[src/rtl/spi_pkg.sv]
// Shared types and pad offsets for the SPI master.
package spi_pkg;

  typedef enum logic [2:0] {
    IDLE,
    DESEL,
    SETUP,
    SHIFT,
    HOLD
  } state_e;

  localparam int SCLK_OFS = 0;
  localparam int MOSI_OFS = 1;
  localparam int MISO_OFS = 2;
  localparam int CS_OFS   = 3;

endpackage

[src/rtl/spi_clk_gen.sv]
// Half-period tick generator; the counter restarts on command acceptance.
module spi_clk_gen #(
  parameter int DIV_W = 8
) (
  input  logic             clk_i,
  input  logic             rst_i,
  input  logic             restart_i,
  input  logic [DIV_W-1:0] div_i,
  output logic             tick_o
);

  logic [DIV_W-1:0] cnt_q, cnt_d;

  assign tick_o = (cnt_q == div_i);

  always_comb begin
    cnt_d = cnt_q + 1'b1;
    if (restart_i || tick_o) cnt_d = '0;
  end

  always_ff @(posedge clk_i) begin
    if (rst_i) cnt_q <= '0;
    else       cnt_q <= cnt_d;
  end

endmodule

[src/rtl/spi_master_io.sv]
// SPI master driving user-area pads: configurable width, mode,
// divider, chip-selects, bit order and CS-held chaining.
module spi_master_io
  import spi_pkg::*;
#(
  parameter int DATA_W       = 8,
  parameter int N_CS         = 2,
  parameter int DIV_W        = 8,
  parameter int IO_BASE      = 8,
  parameter int MPRJ_IO_PADS = 38,
  localparam int CSW         = $clog2(N_CS) + 1
) (
  input  logic                    wb_clk_i,
  input  logic                    wb_rst_i,
  input  logic                    cmd_valid,
  output logic                    cmd_ready,
  input  logic [DATA_W-1:0]       cmd_data,
  input  logic [CSW-1:0]          cmd_cs,
  input  logic                    cmd_hold,
  input  logic                    cfg_cpol,
  input  logic                    cfg_cpha,
  input  logic                    cfg_lsb_first,
  input  logic [DIV_W-1:0]        cfg_div,
  output logic                    rsp_valid,
  output logic [DATA_W-1:0]       rsp_data,
  output logic                    busy,
  input  logic [MPRJ_IO_PADS-1:0] io_in,
  output logic [MPRJ_IO_PADS-1:0] io_out,
  output logic [MPRJ_IO_PADS-1:0] io_oeb
);

  localparam int HCW = $clog2(2 * DATA_W);
  localparam logic [HCW-1:0] LAST = HCW'(2 * DATA_W - 1);

  state_e            state_q, state_d;
  logic [CSW-1:0]    cs_idx_q, cs_idx_d;
  logic              cs_held_q, cs_held_d;
  logic              cpol_q, cpol_d;
  logic              cpha_q, cpha_d;
  logic              lsb_q, lsb_d;
  logic              hold_q, hold_d;
  logic [DIV_W-1:0]  div_q, div_d;
  logic [DATA_W-1:0] tx_q, tx_d;
  logic [DATA_W-1:0] rx_q, rx_d;
  logic              sclk_q, sclk_d;
  logic [HCW-1:0]    hcnt_q, hcnt_d;
  logic              pad_q, pad_d;

  logic              tick, restart, accept;
  logic              lead, smp, shf, miso;
  logic              cs_on, mosi_on;
  logic [DATA_W-1:0] cmd_rev, rx_rev;
  logic              unused_io;

  spi_clk_gen #(.DIV_W(DIV_W)) u_clk_gen (
    .clk_i     (wb_clk_i),
    .rst_i     (wb_rst_i),
    .restart_i (restart),
    .div_i     (div_q),
    .tick_o    (tick)
  );

  assign miso      = io_in[IO_BASE+MISO_OFS];
  assign unused_io = ^io_in;
  assign cmd_ready = (state_q == IDLE) && !wb_rst_i;
  assign accept    = cmd_valid && cmd_ready;
  assign busy      = ((state_q != IDLE) || cs_held_q) && !wb_rst_i;
  assign rsp_valid = (state_q == HOLD) && tick && !wb_rst_i;
  assign rsp_data  = wb_rst_i ? '0 : (lsb_q ? rx_rev : rx_q);

  // Even half-period indices end on a leading SCLK edge.
  assign lead = ~hcnt_q[0];
  assign smp  = lead ^ cpha_q;
  assign shf  = cpha_q ? (lead && (hcnt_q[HCW-1:1] != '0)) : ~lead;

  assign cs_on   = (state_q inside {SETUP, SHIFT, HOLD}) ||
                   ((state_q == IDLE) && cs_held_q);
  assign mosi_on = state_q inside {SETUP, SHIFT, HOLD};

  always_comb begin
    cmd_rev = '0;
    rx_rev  = '0;
    for (int i = 0; i < DATA_W; i++) begin
      cmd_rev[i] = cmd_data[DATA_W-1-i];
      rx_rev[i]  = rx_q[DATA_W-1-i];
    end
  end

  always_comb begin
    state_d   = state_q;
    cs_idx_d  = cs_idx_q;
    cs_held_d = cs_held_q;
    cpol_d    = cpol_q;
    cpha_d    = cpha_q;
    lsb_d     = lsb_q;
    hold_d    = hold_q;
    div_d     = div_q;
    tx_d      = tx_q;
    rx_d      = rx_q;
    sclk_d    = sclk_q;
    hcnt_d    = hcnt_q;
    pad_d     = pad_q;
    restart   = 1'b0;
    unique case (state_q)
      IDLE: begin
        if (accept) begin
          restart   = 1'b1;
          cs_idx_d  = cmd_cs;
          cs_held_d = 1'b0;
          cpol_d    = cfg_cpol;
          cpha_d    = cfg_cpha;
          lsb_d     = cfg_lsb_first;
          hold_d    = cmd_hold;
          div_d     = cfg_div;
          tx_d      = cfg_lsb_first ? cmd_rev : cmd_data;
          rx_d      = '0;
          sclk_d    = cfg_cpol;
          hcnt_d    = '0;
          pad_d     = 1'b0;
          if (cs_held_q && (cs_idx_q != cmd_cs)) begin
            state_d = DESEL;
          end else if (cs_held_q) begin
            // CS already low: burn the setup half-period inside SHIFT.
            state_d = SHIFT;
            pad_d   = 1'b1;
          end else begin
            state_d = SETUP;
          end
        end
      end
      DESEL: if (tick) state_d = SETUP;
      SETUP: if (tick) state_d = SHIFT;
      SHIFT: begin
        if (tick) begin
          if (pad_q) begin
            pad_d = 1'b0;
          end else begin
            sclk_d = ~sclk_q;
            hcnt_d = hcnt_q + 1'b1;
            if (smp) rx_d = {rx_q[DATA_W-2:0], miso};
            if (shf) tx_d = {tx_q[DATA_W-2:0], 1'b0};
            if (hcnt_q == LAST) state_d = HOLD;
          end
        end
      end
      HOLD: begin
        if (tick) begin
          state_d   = IDLE;
          cs_held_d = hold_q;
        end
      end
      default: state_d = IDLE;
    endcase
  end

  always_ff @(posedge wb_clk_i) begin
    if (wb_rst_i) begin
      state_q   <= IDLE;
      cs_idx_q  <= '0;
      cs_held_q <= 1'b0;
      cpol_q    <= 1'b0;
      cpha_q    <= 1'b0;
      lsb_q     <= 1'b0;
      hold_q    <= 1'b0;
      div_q     <= '0;
      tx_q      <= '0;
      rx_q      <= '0;
      sclk_q    <= 1'b0;
      hcnt_q    <= '0;
      pad_q     <= 1'b0;
    end else begin
      state_q   <= state_d;
      cs_idx_q  <= cs_idx_d;
      cs_held_q <= cs_held_d;
      cpol_q    <= cpol_d;
      cpha_q    <= cpha_d;
      lsb_q     <= lsb_d;
      hold_q    <= hold_d;
      div_q     <= div_d;
      tx_q      <= tx_d;
      rx_q      <= rx_d;
      sclk_q    <= sclk_d;
      hcnt_q    <= hcnt_d;
      pad_q     <= pad_d;
    end
  end

  always_comb begin
    io_out = '0;
    io_oeb = '1;
    io_out[IO_BASE+SCLK_OFS] = sclk_q & ~wb_rst_i;
    io_out[IO_BASE+MOSI_OFS] = mosi_on & tx_q[DATA_W-1] & ~wb_rst_i;
    io_oeb[IO_BASE+SCLK_OFS] = 1'b0;
    io_oeb[IO_BASE+MOSI_OFS] = 1'b0;
    for (int k = 0; k < N_CS; k++) begin
      io_out[IO_BASE+CS_OFS+k] = wb_rst_i | ~(cs_on && (cs_idx_q == CSW'(k)));
      io_oeb[IO_BASE+CS_OFS+k] = 1'b0;
    end
  end

endmodule

[config.mk]
export PLATFORM = sky130hd
export DESIGN_NAME = spi_master_io
export DESIGN_NICKNAME = d
export VERILOG_FILES = /design/src/rtl/spi_pkg.sv /design/src/rtl/spi_clk_gen.sv /design/src/rtl/spi_master_io.sv
export SDC_FILE = /design/constraint.sdc
export NUM_CORES = 1
export LEC_CHECK = 0
export CAP_MARGIN = 25
export CORE_ASPECT_RATIO = 1.25
export CORE_MARGIN = 3
export CORE_UTILIZATION = 41
export CTS_CLUSTER_SIZE = 8
export DETAILED_ROUTE_END_ITERATION = 8
export MAX_ROUTING_LAYER = met4
export PLACE_DENSITY = 0.87
export RECOVER_POWER = 25
export SYNTH_ARGS = -nofsm -noshare
export SYNTH_HDL_FRONTEND = slang
export SYNTH_SLANG_ARGS = --single-unit
[constraint.sdc]
create_clock -name wb_clk_i -period 2.3 [get_ports wb_clk_i]
set_input_delay 0.345 -clock wb_clk_i [delete_from_list [all_inputs] [get_ports wb_clk_i]]
set_output_delay 0.345 -clock wb_clk_i [all_outputs]
set_load 0.05 [all_outputs]
==> metrics.txt, run 1 <==
hold depth 2; Synth top area share 0.311; # diodes 0; WL met1 2.40 mm; Final Slew Violations 0; area of the core 7060 sq um; initial DRC count 133; Vias/cell 4.90; final setup vio count 0; #FFs+latches synth 47; Rel. slew slack 0.590; met3 routed WL 437 um; routability cong. 0.862; sum of negative setup slack 0 ns; ranking of synthesized cells by area dfxtp_1, buf_4, mux2i_1; port bufs 40; die area 8450 sq um; Clock Pin Slew Worst Setup and Hold Paths 0.09 ns; RSZ-0062 raised after global routing false; drt total wl 6.29 mm; hold buffer count at cts 0; Pre-antenna DRT Iters 4; min Tclk post-route 2.15 ns; largest net degree at the start of global routing 34; Synth cell types 48; DR vias 2,498; final global-route overflow total 0; yosys warns 0; sequential group share of total power 0.371; Layout area overhead 15.9%; Net count, final 484; max cap viols 0; Total Power 0.00273 W; metal2 WL 3.29 mm; switch share 0.428; Clock Skew 0.0119 ns; crit path kind in2reg; commonest cells after routing, fill and taps aside conb_1, nand2_1, dfxtp_1; cells after synthesis 378; Clk pwr share 0.192; Power Dens Cells 778 nW/um^2; CP Capture Type register; Root Buffer clkbuf_8; crit path DAT 2.35 ns; DRC viols 0; Total GRT Usage 0.150; TritonCTS clock tree done; cell taking the most area after synthesis dfxtp_1; Post-Place Cells 500; Async SR Flop Fraction 0; Mean Syn Cell Area 8.00 sq um; Ports 150; initial core utilization 0.428; Combinational Power Share 0.437; Net Sw Power 0.00117 W; Main synth FF type dfxtp_1; layout cell share with drive strength beyond 1 0.121; Routed Antenna Nets 0; peak supply drop 0.353 mV; crit share post-route 0.933; EDFF count, synth 0; worst path required time 2.50 ns; CP Launch Type input pin; fin cells 510; clk sinks 47; first-pass GRT wire length 10.2 mm; post-synthesis sequential area ratio 0.311; Internal 0.00156 W; # H-tree levels 2; filler cell count 672; uppermost routed layer met4; Leakage 1.52 nW; hpwl dp 4.77 mm; number of placement rows 34; status finished clean; total CTS buffers 5; Die W 82.8 um; Longest Clk Path Bufs 2; CP max FO 11; maximum clock rate 466 MHz; chip height 102 um; most common cell after layout, fill and taps aside conb_1; Worst-Margin Slew 0.613 ns; initial antenna violation count 0; count of endpoints failing hold in the final timing report 0; Skew-Pair Late Insertion Delay 0.31 ns; Routed wire per std cell 12.3 um; Mapped Area 3030 sq um; R2R cell count 4; vias in the first global route 2,271; Hold/Removal Path Class reg2reg
-- power groups by stage --
stage / Combinational [W] / Clock [W] / Sequential [W]
CTS: 0.00118 / 0.000539 / 0.00102
global route: 0.00128 / 0.000580 / 0.00103
global placement: 0.00113 / 0 / 0.00103
finish: 0.00119 / 0.000525 / 0.00101
detailed placement: 0.00115 / 0 / 0.00103
floorplan: 0.000979 / 0 / 0.000996
-- Yosys cell counts (2+ instances only) --
| cell type | n |
|---|---|
| nand3b_1 | 5 |
| nand3_1 | 22 |
| clkbuf_1 | 15 |
| o21ai_0 | 11 |
| nor4_4 | 2 |
| dfxtp_1 | 47 |
| a21oi_1 | 17 |
| o31ai_1 | 4 |
| and3_1 | 3 |
| nand4b_1 | 3 |
| a31o_2 | 2 |
| nor2_1 | 34 |
| mux2i_1 | 20 |
| nor2b_1 | 4 |
| nand2b_1 | 3 |
| ha_1 | 2 |
| nand4_1 | 9 |
| xor2_1 | 13 |
| xnor2_1 | 5 |
| a211oi_1 | 2 |
| nor3_1 | 3 |
| buf_4 | 73 |
| o211ai_1 | 3 |
| nand2_1 | 47 |
| inv_1 | 2 |
| conb_1 | 2 |
| mux2_2 | 4 |
-- cells by family after synthesis --
family,synth area share
AO/OA/AOI/OAI,0.0960
XOR/XNOR,0.0521
adder cells (fa/ha/maj),0.00827
buffers and inverters,0.205
flip-flops,0.311
multiplexers,0.0811
other,0.00248
AND/OR/NAND/NOR,0.244
-- cell type report --
class / count / area (sq um) / area share
flip-flops and latches: 47 / 941 / 0.268
inverters: 3 / 11.3 / 0.00321
repair buffers: 53 / 617 / 0.176
multi-input cells: 309 / 1730 / 0.492
well taps: 90 / 113 / 0.0321
clock inverters: 2 / 16.3 / 0.00464
clock buffers: 6 / 82.6 / 0.0236
-- metal layers --
metal  vias to the layer above  global-route usage
li1                       1220                   -
met1                      1158               0.159
met2                       103               0.267
met3                        17              0.0363
met4                         0              0.0667
met5                         -                   -
-- critical path, stage by stage --
cell and delay (ns):
clkdlybuf4s50_1 0.53, nor4_1 0.49, nand2_1 0.39, nand2_2 0.24, mux2_2 0.35
-- registers in the layout, indices dropped and copies added, names as in the netlist --
| register | count |
|---|---|
| hcnt_q | 4 |
| pad_q | 1 |
| lsb_q | 1 |
| u_clk_gen.cnt_q | 8 |
| div_q | 8 |
| cpha_q | 1 |
| rx_q | 8 |
| tx_q | 8 |
| sclk_q | 1 |
| hold_q | 1 |
| state_q | 3 |
| cs_held_q | 1 |
| cs_idx_q | 2 |
-- repair_timing --
action                     in CTS  in global routing
setup endpoints to repair       1                  1
pin swaps                       1                  1
resized for setup               0                  0
buffers inserted                1                  1
cloned                          0                  0
-- per-stage QoR --
step | hold WS (ns) | setup WS [ns] | area, sq um | util
floorplan | 0.434 | 0.161 | 3300 | -
finish | 0.471 | 0.153 | 3510 | 0.496
global placement | 0.449 | 0.135 | 3410 | 0.483
detailed placement | 0.460 | 0.107 | 3410 | 0.483
global route | 0.510 | 0.0351 | 3510 | 0.496
CTS | 0.472 | 0.0326 | 3520 | 0.498
-- final timing paths --
| kind | to | slack [ns] | startpoint |
|---|---|---|---|
| worst min-delay path | tx_q[3] | 0.47 | tx_q[3] |
| worst max-delay path | rx_q[2] | 0.15 | wb_rst_i |
| worst max register to register | rx_q[2] | 0.25 | state_q[2] |
| worst min register to register | tx_q[3] | 0.47 | tx_q[3] |
Note: power is estimated with default switching activity, not from simulation.
==> inputs of run 2 (changes only) <==
Settings changed: SKIP_LAST_GASP set to 1.
==> results of run 2 <==
No change in the layout: final DEF, timing and power equal those of run 1.
